===== src/rtl/keypoint_collector.sv =====
// Collects NMS-surviving pixels as {x, y, score} into a FIFO drained over valid/ready.
// Tracks raster position, enforces a per-frame keypoint cap and reports frame/drop status.
module keypoint_collector #(
  parameter int unsigned WIDTH  = 640,
  parameter int unsigned HEIGHT = 480,
  parameter int unsigned DEPTH  = 16,
  parameter int unsigned MAX_KP = 500
) (
  input  logic        i_clk,
  input  logic        i_rst_n,
  input  logic        i_valid,
  input  logic        i_sof,
  input  logic [7:0]  i_score,
  input  logic        i_flag,
  output logic        o_valid,
  input  logic        i_ready,
  output logic [11:0] o_x,
  output logic [11:0] o_y,
  output logic [7:0]  o_score,
  output logic        o_frame_done,
  output logic [15:0] o_kp_count,
  output logic        o_overflow,
  output logic        o_capped
);

  localparam int unsigned AW = $clog2(DEPTH);
  localparam int unsigned CW = AW + 1;

  typedef enum logic [1:0] {StIdle, StRun, StDone} state_e;

  state_e         state_q;
  logic [11:0]    x_q, y_q;
  logic [31:0]    mem_q [DEPTH];
  logic [AW-1:0]  rd_ptr_q, wr_ptr_q;
  logic [CW-1:0]  count_q;
  logic [15:0]    kp_count_q;
  logic           overflow_q, capped_q;

  logic        sof_pix, take, last, full, pop, want, under_cap;
  logic        push, drop_full, drop_cap;
  logic [11:0] cur_x, cur_y;
  logic [15:0] kp_base;

  always_comb begin
    sof_pix   = i_valid && i_sof;
    take      = i_valid && (i_sof || (state_q == StRun));
    // A sof pixel is (0,0) and starts a fresh count before its own accept decision.
    cur_x     = i_sof ? 12'd0 : x_q;
    cur_y     = i_sof ? 12'd0 : y_q;
    kp_base   = sof_pix ? 16'd0 : kp_count_q;
    last      = (cur_x == 12'(WIDTH - 1)) && (cur_y == 12'(HEIGHT - 1));
    full      = (count_q == CW'(DEPTH));
    pop       = o_valid && i_ready;
    want      = take && i_flag;
    under_cap = (kp_base < 16'(MAX_KP));
    push      = want && under_cap && (!full || pop);
    drop_full = want && under_cap && full && !pop;
    drop_cap  = want && !under_cap;
  end

  always_ff @(posedge i_clk or negedge i_rst_n) begin
    if (!i_rst_n) begin
      state_q    <= StIdle;
      x_q        <= '0;
      y_q        <= '0;
      rd_ptr_q   <= '0;
      wr_ptr_q   <= '0;
      count_q    <= '0;
      kp_count_q <= '0;
      overflow_q <= 1'b0;
      capped_q   <= 1'b0;
      for (int i = 0; i < DEPTH; i++) mem_q[i] <= '0;
    end else begin
      if (take) begin
        if (cur_x == 12'(WIDTH - 1)) begin
          x_q <= 12'd0;
          y_q <= cur_y + 12'd1;
        end else begin
          x_q <= cur_x + 12'd1;
          y_q <= cur_y;
        end
        state_q <= last ? StDone : StRun;
      end else if (state_q == StDone) begin
        state_q <= StIdle;
      end

      kp_count_q <= kp_base + 16'(push);
      overflow_q <= (overflow_q && !sof_pix) || drop_full;
      capped_q   <= (capped_q && !sof_pix) || drop_cap;

      // When full with a pop, the write slot is the head being consumed this cycle.
      if (push) begin
        mem_q[wr_ptr_q] <= {cur_x, cur_y, i_score};
        wr_ptr_q        <= wr_ptr_q + AW'(1);
      end
      if (pop) rd_ptr_q <= rd_ptr_q + AW'(1);
      count_q <= count_q + CW'(push) - CW'(pop);
    end
  end

  assign o_valid      = (count_q != '0);
  assign o_x          = mem_q[rd_ptr_q][31:20];
  assign o_y          = mem_q[rd_ptr_q][19:8];
  assign o_score      = mem_q[rd_ptr_q][7:0];
  assign o_frame_done = (state_q == StDone);
  assign o_kp_count   = kp_count_q;
  assign o_overflow   = overflow_q;
  assign o_capped     = capped_q;

endmodule


===== config.mk =====
export PLATFORM = sky130hd
export DESIGN_NAME = keypoint_collector
export DESIGN_NICKNAME = d
export VERILOG_FILES = /design/src/rtl/keypoint_collector.sv
export SDC_FILE = /design/constraint.sdc
export NUM_CORES = 1
export LEC_CHECK = 0
export CAP_MARGIN = 10
export CORE_MARGIN = 2
export CORE_UTILIZATION = 40
export CTS_BUF_LIST = sky130_fd_sc_hd__clkbuf_8
export DETAILED_ROUTE_END_ITERATION = 10
export GPL_ROUTABILITY_DRIVEN = 0
export PLACE_DENSITY_LB_ADDON = 0.15
export REMOVE_ABC_BUFFERS = 1
export SLEW_MARGIN = 10
export SYNTH_ARGS = -nofsm -noshare
export SYNTH_HDL_FRONTEND = slang
export SYNTH_SLANG_ARGS = --single-unit

===== constraint.sdc =====
create_clock -name i_clk -period 6.91 [get_ports i_clk]
set_clock_uncertainty 0.1 [all_clocks]
set_input_delay 1.0365 -clock i_clk [delete_from_list [all_inputs] [get_ports i_clk]]
set_output_delay 1.0365 -clock i_clk [all_outputs]
set_load 0.005 [all_outputs]

# ---- Word-level counts from Yosys, hierarchy flattened
# Index checks and enable logic that the tools add are counted.
dict set report totals {
  regBits 569
  input_bits 14
  out_inout_bits 52
  wordCells 80
}
dict set report classes {
  add_sub_neg 7
  order_cmp 4
  n_eq_ne 5
  mux 14
  bitwise 2
  n_reduce_logical 23
}
# op n
set op_table {}
lappend op_table {{$bwmux 512} 1}
lappend op_table {{$bmux 32 s4} 1}
lappend op_table {{$demux 32 s4} 1}
lappend op_table {{$mux 32} 3}
lappend op_table {{$mux 12} 4}
lappend op_table {{$add 12x1->12 const B} 2}
lappend op_table {{$add 16x1->16} 1}
lappend op_table {{$lt 16x9->1 const B} 1}
lappend op_table {{$mux 16} 1}
lappend op_table {{$logic_and 1x1->1} 13}
lappend op_table {{$eq 12x10->1 const B} 1}
lappend op_table {{$eq 12x9->1 const B} 1}
lappend op_table {{$ge 5x5->1 const B} 2}
lappend op_table {{$not 4->5} 2}
lappend op_table {{$add 4x1->4 const B} 2}
lappend op_table {{$mux 2} 3}
lappend op_table {{$add 5x1->5} 1}
lappend op_table {{$eq 5x5->1 const B} 1}
lappend op_table {{$lt 5x1->1 const B} 1}
lappend op_table {{$reduce_bool 5->1} 1}
lappend op_table {{$sub 5x1->5} 1}
lappend op_table {{$logic_not 1->1} 4}
lappend op_table {{$logic_or 1x1->1} 4}
lappend op_table {{$eq 2x1->1 const B} 1}
lappend op_table {{other kinds (2)} 2}

# ---- Depth between registers and ports, before layout
# Gate-level depths: netlist of the first run.
dict set report logic_depth {
  ltp_word 8
  mapped_depth 16
  ltp_nobuf 15
}

# ---- Worst setup path after synthesis of the first run
# Ideal clock, no wire load.
dict set report synth_timing {
  path_type {in2reg}
  start {input i_sof}
  end {register y_q[10]}
  setup_time_ns 0.124
  arrival_ns 3.191
  t_required_ns 6.686
  path_slack_ns 3.495
  stages 12
  path_buffers 5
  cell_sequence {clkbuf_2 buf_2 nor2b_1 clkbuf_1 clkbuf_1 ha_1 and3_1 and4_1 and4_1 clkbuf_1 nand4_1 xor2_1}
}
dict set report synth_between {
  elab_chain_len 3
  elab_cells_between_ends 7
  classes_between {add/sub: 1; eq/ne: 1; mux: 3; reduce/logical: 2}
}
# element line_no
set synth_lines {}
lappend synth_lines {{start: declaration} 12} ;# input logic i_sof,
lappend synth_lines {{$mux 12} 48} ;# cur_x = i_sof ? 12'd0 : x_q;
lappend synth_lines {{named net cur_x[1]} 41} ;# logic [11:0] cur_x, cur_y;
lappend synth_lines {{$eq 12x10->1} 75} ;# if (cur_x == 12'(WIDTH - 1)) begin
lappend synth_lines {{$mux 12} 75}
lappend synth_lines {{end signal: assignment} 77} ;# y_q <= cur_y + 12'd1;
lappend synth_lines {{end signal: assignment} 80} ;# y_q <= cur_y;
lappend synth_lines {{end: declaration} 32} ;# logic [11:0] x_q, y_q;
# The timed path passes the listed nets, and every way through them passes these cells.
# A chain may end at the register's enable or synchronous reset.

# ---- Final worst setup path of the first run
dict set report layout_timing {
  start {register rd_ptr_q[0]}
  end {output o_y[2]}
}
dict set report layout_between {
  elab_chain_len 4
}
# element line_no
set layout_lines {}
lappend layout_lines {{start: declaration} 34} ;# logic [AW-1:0] rd_ptr_q, wr_ptr_q;
lappend layout_lines {{start signal: assignment} 96} ;# if (pop) rd_ptr_q <= rd_ptr_q + AW'(1);
lappend layout_lines {{$not 4->5 (implied by the code)} 103} ;# assign o_y = mem_q[rd_ptr_q][19:8];
lappend layout_lines {{$bmux 32 s4} 103}
lappend layout_lines {{$mux 32} --}
lappend layout_lines {{$mux 32 (implied by the code)} 103}
lappend layout_lines {{end: declaration} 18} ;# output logic [11:0] o_y,
# No other way between the ends. The select of a mux whose other input is x is not followed.

==> results, run 1 <==
- The routed design has 64.10 mm of wire.
- Buffers placed on the I/O ports in this run total 65.
- From synthesis to final layout, the design area changed by 13.24%.
- The standard cell core area is 64700 um2.
- Summed over all layers, the global routing overflow is 0.
- The synthesis-stage register bit count is 569.
- In this run the mean area of a mapped cell was 15.81 um2.
- The maximum clock frequency is 0.1989 GHz.
- Setup violations remaining at the end of the flow were counted as 0.
- Of the available clock period, the critical path in the final layout requires 0.7275.
- The buffer cell driving the clock tree root is sky130_fd_sc_hd__clkbuf_8.
- Dividing the detail-routed via count by the number of cells gives 5.491.
- The number of DRC violations after detailed-routing iteration 0 is 835.
- For this configuration, the core starts out at a cell density of 0.4057.
- The total clock buffers created by CTS is between 100 and 150.
- The overall power of the completed layout is 9.602 mW.
- After detailed routing, the average wire length per cell comes to 24.16 um.
- The first global-routing pass estimated 97.98 mm of wire.
- For this run, the post-layout net count is 1749.
- In the synthesized netlist, the number of instances is 1660.
- The flow ran to the end, and the final reports show no timing, DRC or antenna violations.
- The first detailed-routing pass took 5 iterations.
- The clock tree from TritonCTS is done.
- Detailed routing inserted a total of 14570 vias.
- The number of max-cap violations is 0.
- The worst setup path is of the reg -> out kind.
- The floorplan step defined a die boundary enclosing between 60000 and 70000 um2.
- Tracing the worst setup path back leads to its startpoint at rd_ptr_q[0].
- The launch point of the worst reg-to-reg path is count_q[2].
- The number of antenna violations at the first check in global routing was 1.
- The maximum number of pins on one net before global-route repair is 159.
- Of the total synthesized cell area, the portion taken by XOR and XNOR cells is 0.01235.
- Summing all placed instances gives a cell area of 27570 um2.
- Counting cells, the worst reg-to-reg path comes to 7.
- The worst min-delay path class is in -> async.
- The half-perimeter wire length after detailed placement is 34.29 mm.
- The slew of the pin with the lowest slew margin is 1.238 ns.
- Clock tree synthesis found a total of 569 sinks.
- Across all hold checks on the routed design, the worst slack comes to around 0.27 ns.
- Of the cells placed in the final design, the portion with a size suffix greater than 1 is 0.4844.
- After clock tree synthesis, the repair step resized 0 gates.
- The clock edge transition at the registers on the reported setup and hold paths is 0.06 ns.
- The terminus of the critical flop-to-flop path is mem_q[40].
- The number of hold buffers added after CTS was 0.
- The pre-CTS setup slack is around 2.2 ns.
- The worst-case headroom to the max-slew limit is 0.1728.
- The critical path capture point type is a primary output.
- The post-synthesis sequential area ratio is 0.5424.
- The count of nets left with antenna violations once routing finished came out at 0.
- The post-synthesis mux area share is 0.3578.
- The number of hold-slack violations in the final timing report was 0.
- 0 antenna diodes ended up in the layout.
- The post-route worst setup slack is approximately 1.9 ns.
- Along the worst path, the maximum fanout reaches 42.
- The synthesized-area fraction occupied by ao, oa, aoi and oai cells is 0.008580.
- The dominant combinational cell family by area after synthesis is multiplexers.
- Subtracting the final worst setup slack from the clock period gives between 5 and 6 ns.
- The analysis attributes to cell leakage a power of 14.01 nW.
- The critical path startpoint category is a register.
- The count of boundary I/O pins is 66.
- The worst voltage drop across the vdd grid is 0.0003592 V.
- The simple-gate share of the synthesized area is 0.03923.
- For the final routed database, the setup TNS stands at 0 ns.
- Power spread over the standard cell area amounts to about 320 nW/um2.
- In this run the core area contains 93 standard-cell rows.
- In this run the post-CTS setup repair buffer count came out at 0.
- The H-tree level count is 3.
- The clock latency on the worst-skew pair is 0.68 ns.
- The number of pins with negative max-slew slack in the final report is 0.
- The via count of the first global-routing pass is ~16000.
- Setup repair after global routing left no endpoint under its margin.
- For this run, the total global-route usage over all layers was measured as 0.1937.
- The area of the mapped netlist is approximately 26000 um2.
- The data arrival time of the critical path is roughly 3.9 ns.
- In this run the deepest clock path goes through 3 buffers.
- The Yosys step of the flow raised 0 warnings.
- The critical path ends at o_y[2].
- The height of the die is 260.2 um.
- In the routed design, unresolved DRC markers number 0.
- Of the total synthesized cell area, the portion taken by full adders, half adders and majority gates is 0.007912.
- Setup slack on the worst reg-to-reg path comes out at 3.37 ns.
- The area of all placed cells without fillers is 29730 um2.
- The count of cell types in the netlist is 48.
- From left edge to right edge, the die measures 260.2 um.
- STA puts the critical path data required time at 5.77 ns.
[critical path: stages, from the launching register on]
cell and delay (ns):
sky130_fd_sc_hd__dfrtp_4 1.03, sky130_fd_sc_hd__buf_4 0.53, sky130_fd_sc_hd__mux4_2 0.56, sky130_fd_sc_hd__mux4_2 0.53, sky130_fd_sc_hd__clkdlybuf4s50_1 0.48
[how the worst min path moves through the flow]
stage | from | to | cells after the start
final | i_rst_n | mem_q[448] | 1
after floorplan | mem_q[445] | mem_q[445] | 1
after global placement | mem_q[479] | mem_q[479] | 1
after detailed placement | mem_q[316] | mem_q[316] | 1
after CTS | i_rst_n | mem_q[448] | 1
after global routing | i_rst_n | mem_q[448] | 1
[state kept, by name, summed over array words and instances (netlist names)]
| signal | cells |
|---|---|
| count_q | 5 |
| mem_q | 512 |
| state_q | 2 |
| rd_ptr_q | 4 |
| o_kp_count | 16 |
| o_overflow | 1 |
| y_q | 12 |
| o_capped | 1 |
| wr_ptr_q | 4 |
| x_q | 12 |
[cell families (layout without fill, tap and decap cells)]
kind of cell | after synthesis | after routing
flip-flops | 569 | 569
AND/OR/NAND/NOR | 171 | 171
XOR/XNOR | 37 | 37
multiplexers | 674 | 674
adder cells (fa/ha/maj) | 16 | 16
buffers and inverters | 160 | 298
AO/OA/AOI/OAI | 33 | 33
[Yosys cell counts (all sizes together)]
| cell type | count | area, um2 |
|---|---|---|
| dfrtp | 569 | 14240 |
| mux2 | 514 | 5788 |
| mux4 | 160 | 3603 |
| buf | 75 | 511.7 |
| clkbuf | 71 | 269.0 |
| nand2 | 36 | 135.1 |
| nor2 | 29 | 116.4 |
| nor2b | 26 | 162.7 |
| xnor2 | 22 | 192.7 |
| nand4 | 21 | 227.7 |
| ha | 15 | 187.7 |
| nand3 | 15 | 75.07 |
| xor2 | 15 | 131.4 |
| inv | 14 | 52.55 |
| nor4 | 8 | 65.06 |
| o21ai | 8 | 43.79 |
| a21oi | 7 | 35.03 |
| a21o | 6 | 45.04 |
| a22o | 6 | 52.55 |
| and2 | 6 | 37.54 |
| and4 | 6 | 52.55 |
| nor3 | 6 | 30.03 |
| and3 | 5 | 31.28 |
| or3 | 4 | 25.02 |
| a32o | 2 | 20.02 |
| nand3b | 2 | 15.01 |
| nand4b | 2 | 17.52 |
| o31ai | 2 | 15.01 |
| or4 | 2 | 15.01 |
| a31oi | 1 | 6.260 |
| and2b | 1 | 7.510 |
| and4b | 1 | 10.01 |
| fa | 1 | 20.02 |
| nand2b | 1 | 6.260 |
| o211ai | 1 | 7.510 |
[through the flow]
step / std cells / util
global route: 2653 / 0.4595
finish: 2653 / 0.4595
CTS: 2652 / 0.4591
floorplan: 1514 / -
detailed placement: 2470 / 0.4261
global placement: 2469 / 0.4260
[final cells by class]
type                            instances  area (um2)
Fill cell                            5760       34970
Sequential cell                       569       14250
Multi-Input combinational cell        931       11210
Clock buffer                          137        1886
Tap cell                              855        1070
Timing Repair Buffer                  102        1008
Clock inverter                         45       250.2
Inverter                               14       52.55
[placed cells by master (no fill, tap or decap), types with 9 or more instances in the layout]
cell type                           n
sky130_fd_sc_hd__clkdlybuf4s50_1   64
sky130_fd_sc_hd__nor2_1            28
sky130_fd_sc_hd__mux2_1            17
sky130_fd_sc_hd__dfrtp_1          565
sky130_fd_sc_hd__nand2_1           36
sky130_fd_sc_hd__nor2b_1           19
sky130_fd_sc_hd__nand4_1           14
sky130_fd_sc_hd__nand3_1           15
sky130_fd_sc_hd__xor2_1            15
sky130_fd_sc_hd__inv_1             44
sky130_fd_sc_hd__clkinv_2           9
sky130_fd_sc_hd__clkbuf_8         137
sky130_fd_sc_hd__ha_1              15
sky130_fd_sc_hd__buf_4             31
sky130_fd_sc_hd__mux2_2           497
sky130_fd_sc_hd__xnor2_1           22
sky130_fd_sc_hd__mux4_2           160
[power breakdown]
group | internal [mW] | total, mW | switching (mW)
Sequential | 3.76 | 4.18 | 0.417
Clock | 1.83 | 3.23 | 1.40
Combinational | 1.23 | 2.20 | 0.970
[metal layers]
metal / share of wire / track usage / vias to the layer above / wire length (um)
met3: 0.037 / 0.03158 / 88 / 2376
met2: 0.47 / 0.3036 / 248 / 30020
li1: - / - / 6285 / -
met5: 0 / 0 / - / 0
met1: 0.47 / 0.2777 / 7946 / 30370
met4: 0.021 / 0.05921 / 0 / 1332
No activity file was read; power rests on OpenSTA's default activity.
==> run 2: changes to the inputs <==
clock period = 4.5 ns   (was 6.91 ns; I/O delays follow)
==> results, run 2 (synthesis results as in run 1) <==
- The area growth from synthesis to layout was 14.05% (was 13.24%).
- The data arrival time of the critical path came to 3.39 ns (was 3.89 ns).
- The cell with the largest stage delay on the worst path is sky130_fd_sc_hd__dfrtp_4 (unchanged).
- The buffer cell driving the clock tree root is sky130_fd_sc_hd__clkbuf_8 (unchanged).
- The number of antenna violations at the first check in global routing is 1 (unchanged).
- The standard cell core area is 64700 um2 (unchanged).
- The remaining number of nets flagged by the antenna check after routing came to 0 (unchanged).
- The per-cell via count in the routed design is 5.498 (was 5.491).
- The per-cell routed wire length is 24.08 um (was 24.16 um).
- The largest buffer count on any clock path was 3 (unchanged).
- The clock tree from TritonCTS is done (unchanged).
- The logic depth of the worst register-to-register path is 11 (was 7).
- The post-cts repair resize count was 0 (unchanged).
- The period utilization is 0.9265.
- The count of boundary I/O pins is 66 (unchanged).
- The area of all placed cells without fillers is 29940 um2 (was 29730 um2).
- The maximum fanout count along the critical path is 25 (was 42).
- The number of DRC violations after detailed-routing iteration 0 is 775 (was 835).
- The number of hold buffers added after cts is 0 (unchanged).
- Run status: finished clean (unchanged).
- The slew of the pin with the lowest slew margin is 1.215 ns (was 1.238 ns).
- The number of core rows is 93 (unchanged).
- The total clock buffers created by CTS is 102 (was 101).
- Setup repair after global routing missed its margin: false (unchanged).
- The routing usage on met3 is 0.03255 (was 0.03158).
- The post-place instance area is 28000 um2 (was 27570 um2).
- The starting utilization of the core area came to 0.4057 (unchanged).
- The port buffer count is 65 (unchanged).
- The clock edge transition at the registers on the reported setup and hold paths is 0.06 ns (about the same).
- The most common library cell in the layout ignoring fill and taps is sky130_fd_sc_hd__dfrtp_1 (unchanged).
- The number of sinks handled by clock tree synthesis is 569 (unchanged).
- The worst-case hold slack is 0.05973 ns (was 0.2742 ns).
- The height of the die is 260.2 um (unchanged).
- The critical path startpoint category is a register (unchanged).
- The worst-case headroom to the max-slew limit is 0.1885 (was 0.1728).
- The areal power density over the cells is 486.7 nW/um2 (was 323.0 nW/um2).
- The met2 routing resource usage after global routing is 0.3237 (was 0.3036).
- The via count of the first global-routing pass is 16190 (was 15630).
- The number of iterations in the first detailed-routing pass is 5 (unchanged).
- The half-perimeter wire length after detailed placement is 37.09 mm (was 34.29 mm).
- The internal reg-to-reg setup slack is 0.93 ns (was 3.37 ns).
- The net total in the final layout is 1782 (was 1749).
- The critical path capture point type is a primary output (unchanged).
- Commonest cells after routing, fill and taps aside: 565 x sky130_fd_sc_hd__dfrtp_1, 497 x sky130_fd_sc_hd__mux2_2, 160 x sky130_fd_sc_hd__mux4_2 (unchanged).
- The number of setup buffers added after CTS was 0 (unchanged).
- The required time at the worst-slack endpoint is 3.72 ns (was 5.77 ns).
- The number of max-cap violations was 0 (unchanged).
- The global-route wire length before repair is 100.8 mm (was 97.98 mm).
- The overall die width is 260.2 um (unchanged).
- The number of pins with negative max-slew slack in the final report is 0 (unchanged).
- The worst voltage drop across the vdd grid is 0.0003289 V (was 0.0003592 V).
- The terminus of the critical flop-to-flop path is o_kp_count[11] (was mem_q[40]).
- The top register by number of flip-flops is mem_q (unchanged).
- The remaining design rule violation count was 0 (unchanged).
- The launching element of the worst setup path is rd_ptr_q[0] (unchanged).
- The launch point of the worst reg-to-reg path is o_kp_count[15] (was count_q[2]).
- The worst min-delay path class is in -> async (unchanged).
- Subtracting the final worst setup slack from the clock period gives 4.169 ns.
- The leakage power is 14.13 nW (was 14.01 nW).
- The setup TNS came to 0 ns (unchanged).
- The share of cells above drive strength 1 is 0.4840 (was 0.4844).
- The H-tree level count is 3 (unchanged).
- The overall overflow remaining after global route is 0 (unchanged).
- The global routing usage summed across all routing layers is 0.1980 (was 0.1937).
- The overall power of the completed layout is 14.57 mW (was 9.602 mW).
- The final wirelength is 64.32 mm (was 64.10 mm).
- The longest individual stage delay on the worst path came to 0.83 ns (was 1.03 ns).
- The flip-flop count of the largest register after layout is 512 (unchanged).
- The number of hold-slack violations in the final timing report is 0 (unchanged).
- Based on the critical path, the design can be clocked at up to 0.2399 GHz.
- The total via count after detailed routing is 14690 (was 14570).
- The peak-usage layer in the global routing report is met2 (unchanged).
- The die outline area was 67690 um2 (unchanged).
- The most frequent cell on the critical path is sky130_fd_sc_hd__mux4_2 (unchanged).
- The final setup violation count came to 0 (unchanged).
- Chain of cells forming the critical path: buf_12 > mux4_2 > mux4_2 > clkdlybuf4s50_1 (was buf_4 > mux4_2 > mux4_2 > clkdlybuf4s50_1).
- The type of the worst setup path is reg -> out (unchanged).
- The maximum number of pins on one net before global-route repair is 122 (was 159).
- The met1 demand-to-capacity share in global routing is 0.2730 (was 0.2777).
- The clock latency on the worst-skew pair is 0.69 ns (was 0.68 ns).
- The count of filler cells inserted in the layout is 5726 (was 5760).
==> run 2: changes by cell type in the layout (fill, tap and decap cells not counted) <==
cell                        previous run  this run
sky130_fd_sc_hd__clkbuf_8            137       120
sky130_fd_sc_hd__nor2b_1              19        23
sky130_fd_sc_hd__buf_12                6        21
sky130_fd_sc_hd__bufinv_16             2         3
sky130_fd_sc_hd__diode_2               0         2
sky130_fd_sc_hd__nor2b_2               7         3
sky130_fd_sc_hd__buf_4                31        48
sky130_fd_sc_hd__inv_1                44        49
sky130_fd_sc_hd__clkinv_2              9         4
==> run 2: layout make-up <==
type,instances,area (um2),area share
sequential,569,14250,0.4760
multi-input combinational,931,11200,0.3740
clock buffer,120,1652,0.05517
timing repair buffer,134,1436,0.04798
tap,855,1070,0.03573
clock inverter,46,274.0,0.009152
inverter,14,52.55,0.001755
antenna,2,5.005,0.0001672
==> run 2: metrics by stage <==
| step | utilization | std cells | setup slack (ns) |
|---|---|---|---|
| finish | 0.4628 | 2671 | 0.3309 |
| global route | 0.4627 | 2670 | 0.1613 |
| CTS | 0.4626 | 2669 | 0.2201 |
| detailed placement | 0.4328 | 2503 | 0.6860 |
| global placement | 0.4328 | 2503 | 0.7975 |
| floorplan | - | 1514 | -2.401 |
==> run 2: worst max-delay path: cells and delay by family (launching register included) <==
family                 cells  cell delay, ns
multiplexers               2            1.05
flip-flops                 1            0.83
buffers and inverters      2            0.80
==> run 2: power breakdown <==
| group | internal, mW | switching (mW) |
|---|---|---|
| combinational | 1.99 | 1.58 |
| sequential | 5.78 | 0.593 |
| clock | 2.55 | 2.07 |
| total | 10.3 | 4.25 |
==> run 2: worst max-delay path by stage <==
stage / to / cells past startpoint
global route: o_y[8] / 4
finish: o_y[8] / 4
global placement: count_q[4] / 14
CTS: o_x[7] / 4
detailed placement: o_kp_count[13] / 11
floorplan: o_score[0] / 2
==> run 2: metal layers <==
layer  vias to the layer above  part of all wire
met3                        92             0.036
li1                       6327                 -
met2                       254              0.49
met4                         0             0.020
met1                      8013              0.46
met5                         -                 0
==> run 3: changes to the inputs <==
CAP_MARGIN = 20   (was 10)
CTS_BUF_LIST = sky130_fd_sc_hd__clkbuf_4 sky130_fd_sc_hd__clkbuf_8 sky130_fd_sc_hd__clkbuf_16   (was sky130_fd_sc_hd__clkbuf_8)
REMOVE_ABC_BUFFERS = unset   (was 1)
==> results, run 3 (synthesis results as in run 1) <==
- The required time at the worst-slack endpoint is 3.72 ns (about the same).
- The final setup violation count is 0 (unchanged).
- The met2 routing resource usage after global routing is 0.3186 (was 0.3237).
- The number of hold buffers added after cts is 0 (unchanged).
- The flip-flop count of the largest register after layout was 512 (unchanged).
- The top register by number of flip-flops is mem_q (unchanged).
- The clock edge transition at the registers on the reported setup and hold paths is 0.06 ns (about the same).
- The share of cells above drive strength 1 was 0.4896 (was 0.4840).
- The peak-usage layer in the global routing report is met2 (unchanged).
- The buffer cell driving the clock tree root is sky130_fd_sc_hd__clkbuf_16 (was sky130_fd_sc_hd__clkbuf_8).
- Commonest cells after routing, fill and taps aside: 565 x sky130_fd_sc_hd__dfrtp_1, 497 x sky130_fd_sc_hd__mux2_2, 160 x sky130_fd_sc_hd__mux4_2 (unchanged).
- The port buffer count is 65 (unchanged).
- The height of the die came to 260.2 um (unchanged).
- The clock latency on the worst-skew pair is 0.61 ns (was 0.69 ns).
- The most frequent cell on the critical path was sky130_fd_sc_hd__mux4_2 (unchanged).
- The global routing usage summed across all routing layers came to 0.1928 (was 0.1980).
- The sequential standard cell area is 14250 um2 (unchanged).
- The total via count after detailed routing is 14440 (was 14690).
- The half-perimeter wire length after detailed placement came to 35.36 mm (was 37.09 mm).
- The final wirelength is 62.99 mm (was 64.32 mm).
- The largest buffer count on any clock path came to 3 (unchanged).
- The most common library cell in the layout ignoring fill and taps is sky130_fd_sc_hd__dfrtp_1 (unchanged).
- Run status: finished clean (unchanged).
- The cell with the largest stage delay on the worst path is sky130_fd_sc_hd__dfrtp_4 (unchanged).
- The number of iterations in the first detailed-routing pass is 5 (unchanged).
- The overall die width is 260.2 um (unchanged).
- The critical path startpoint category is a register (unchanged).
- The number of max-cap violations is 0 (unchanged).
- The leakage power came to 14.16 nW (was 14.13 nW).
- The count of boundary I/O pins is 66 (unchanged).
- The number of pins with negative max-slew slack in the final report is 0 (unchanged).
- The area growth from synthesis to layout is 15.11% (was 14.05%).
- The number of antenna violations at the first check in global routing is 0 (was 1).
- The slew of the pin with the lowest slew margin is 0.9528 ns (was 1.215 ns).
- The areal power density over the cells is 507.6 nW/um2 (was 486.7 nW/um2).
- The via count of the first global-routing pass is 15670 (was 16190).
- The overall overflow remaining after global route was 0 (unchanged).
- The clock tree from TritonCTS was done (unchanged).
- The total clock buffers created by CTS is 68 (was 102).
- The net total in the final layout is 1749 (was 1782).
- The H-tree level count is 3 (unchanged).
- The maximum clock frequency came to 0.2422 GHz (was 0.2399 GHz).
- The longest individual stage delay on the worst path came to 0.74 ns (was 0.83 ns).
- Chain of cells forming the critical path: buf_4 > mux4_2 > mux4_2 > clkdlybuf4s50_1 (was buf_12 > mux4_2 > mux4_2 > clkdlybuf4s50_1).
- The combined buffer and inverter count along the critical path is 2 (unchanged).
- The critical path capture point type is a primary output (unchanged).
- The minimum period implied by the final worst setup slack is 4.129 ns (was 4.169 ns).
- The period utilization is 0.9175 (was 0.9265).
- The number of DRC violations after detailed-routing iteration 0 is 828 (was 775).
- The type of the worst setup path is reg -> out (unchanged).
- The routing usage on met3 was 0.03226 (was 0.03255).
- The starting utilization of the core area came to 0.4057 (unchanged).
- The number of core rows is 93 (unchanged).
- The number of setup buffers added after CTS is 0 (unchanged).
- The setup TNS is 0 ns (unchanged).
- The data arrival time of the critical path is 3.35 ns (was 3.39 ns).
- The post-cts repair resize count was 0 (unchanged).
- The number of hold-slack violations in the final timing report was 0 (unchanged).
- The number of sinks handled by clock tree synthesis is 569 (unchanged).
- The number of diodes added for antenna fixing is 0 (was 2).
- The per-cell routed wire length came to 23.99 um (was 24.08 um).
- The worst min-delay path class is in -> async (unchanged).
- The worst voltage drop across the vdd grid was 0.0003974 V (was 0.0003289 V).
- The per-cell via count in the routed design is 5.497 (was 5.498).
- The remaining design rule violation count came to 0 (unchanged).
- The count of filler cells inserted in the layout is 5694 (was 5726).
- The maximum number of pins on one net before global-route repair is 107 (was 122).
- The remaining number of nets flagged by the antenna check after routing was 0 (unchanged).
- Setup repair after global routing missed its margin: false (unchanged).
- The area of combinational cells with multiple inputs came to 11190 um2 (was 11200 um2).
- The global-route wire length before repair is 97.75 mm (was 100.8 mm).
- The met1 demand-to-capacity share in global routing is 0.2636 (was 0.2730).
- The worst-case headroom to the max-slew limit is 0.3648 (was 0.1885).
- The standard cell core area is 64700 um2 (unchanged).
- The top cell family by delay on the critical path is multiplexers (unchanged).
- The maximum fanout count along the critical path was 22 (was 25).
- The number of nets in the synthesized netlist is 1690.
- The die outline area is 67690 um2 (unchanged).
- The worst-case hold slack was 0.01900 ns (was 0.05973 ns).
## run 3: cell count changes in the layout (fill, tap and decap cells not counted), moves of 5 or more
cell / before / now
sky130_fd_sc_hd__clkbuf_16: 0 / 71
sky130_fd_sc_hd__clkbuf_8: 120 / 18
sky130_fd_sc_hd__inv_1: 49 / 14
sky130_fd_sc_hd__clkbuf_4: 0 / 23
sky130_fd_sc_hd__buf_12: 21 / 15
sky130_fd_sc_hd__buf_4: 48 / 53
## run 3: final cells by class
cell class | count | area share
timing repair buffer | 135 | 0.04563
inverter | 14 | 0.001739
clock buffer | 111 | 0.07225
sequential | 569 | 0.4716
tap | 855 | 0.03540
multi-input combinational | 931 | 0.3703
clock inverter | 11 | 0.003023
## run 3: worst paths after layout
check                           slack [ns]      startpoint  cells after the start             end
worst max-delay path                  0.37     rd_ptr_q[0]                      4          o_y[7]
worst min-delay path                  0.02         i_rst_n                      1   o_kp_count[7]
worst max register to register        1.01  o_kp_count[15]                     11  o_kp_count[13]
worst min register to register        0.38      mem_q[445]                      1      mem_q[445]
max in group asynchronous             3.09         i_rst_n                      2      mem_q[485]
min in group i_clk                    0.38      mem_q[445]                      1      mem_q[445]
## run 3: where the power goes
group          switching (mW)  internal (mW)  total, mW
registers               0.522           5.77       6.30
clock network            2.14           3.33       5.47
logic                    1.62           1.95       3.57
## run 3: worst register-to-register path, stage by stage, from the launching register on
cell and delay [ns]:
sky130_fd_sc_hd__dfrtp_1 0.40, sky130_fd_sc_hd__nor4_1 0.27, sky130_fd_sc_hd__nand2_1 0.10, sky130_fd_sc_hd__o21ai_2 0.63, sky130_fd_sc_hd__nand2_1 0.28, sky130_fd_sc_hd__inv_1 0.13, sky130_fd_sc_hd__ha_1 0.21, sky130_fd_sc_hd__nand4_1 0.20
sky130_fd_sc_hd__nor4_1 0.62, sky130_fd_sc_hd__nand3_1 0.18, sky130_fd_sc_hd__xor2_1 0.17, sky130_fd_sc_hd__nor2_1 0.06
## run 3: per-layer routing
layer	wire (um)	part of all wire	vias up
li1	-	-	6276
met1	28190	0.45	7849
met2	30880	0.49	210
met3	2475	0.039	100
met4	1443	0.023	0
met5	0	0	-
## run 3: metrics by stage
| step | setup slack, ns | instance area (um2) | instances | util | power (mW) |
|---|---|---|---|---|---|
| 2_1_floorplan | 1.447 | 26250 | 1660 | - | 8.762 |
| 3_3_place_gp | 0.6030 | 27870 | 2495 | 0.4307 | 9.992 |
| 3_5_place_dp | 0.5916 | 27870 | 2495 | 0.4307 | 10.06 |
| 4_1_cts | 0.2520 | 30140 | 2617 | 0.4659 | 15.63 |
| 5_1_grt | 0.1833 | 30220 | 2626 | 0.4671 | 16.12 |
| 6_report | 0.3713 | 30220 | 2626 | 0.4671 | 15.34 |
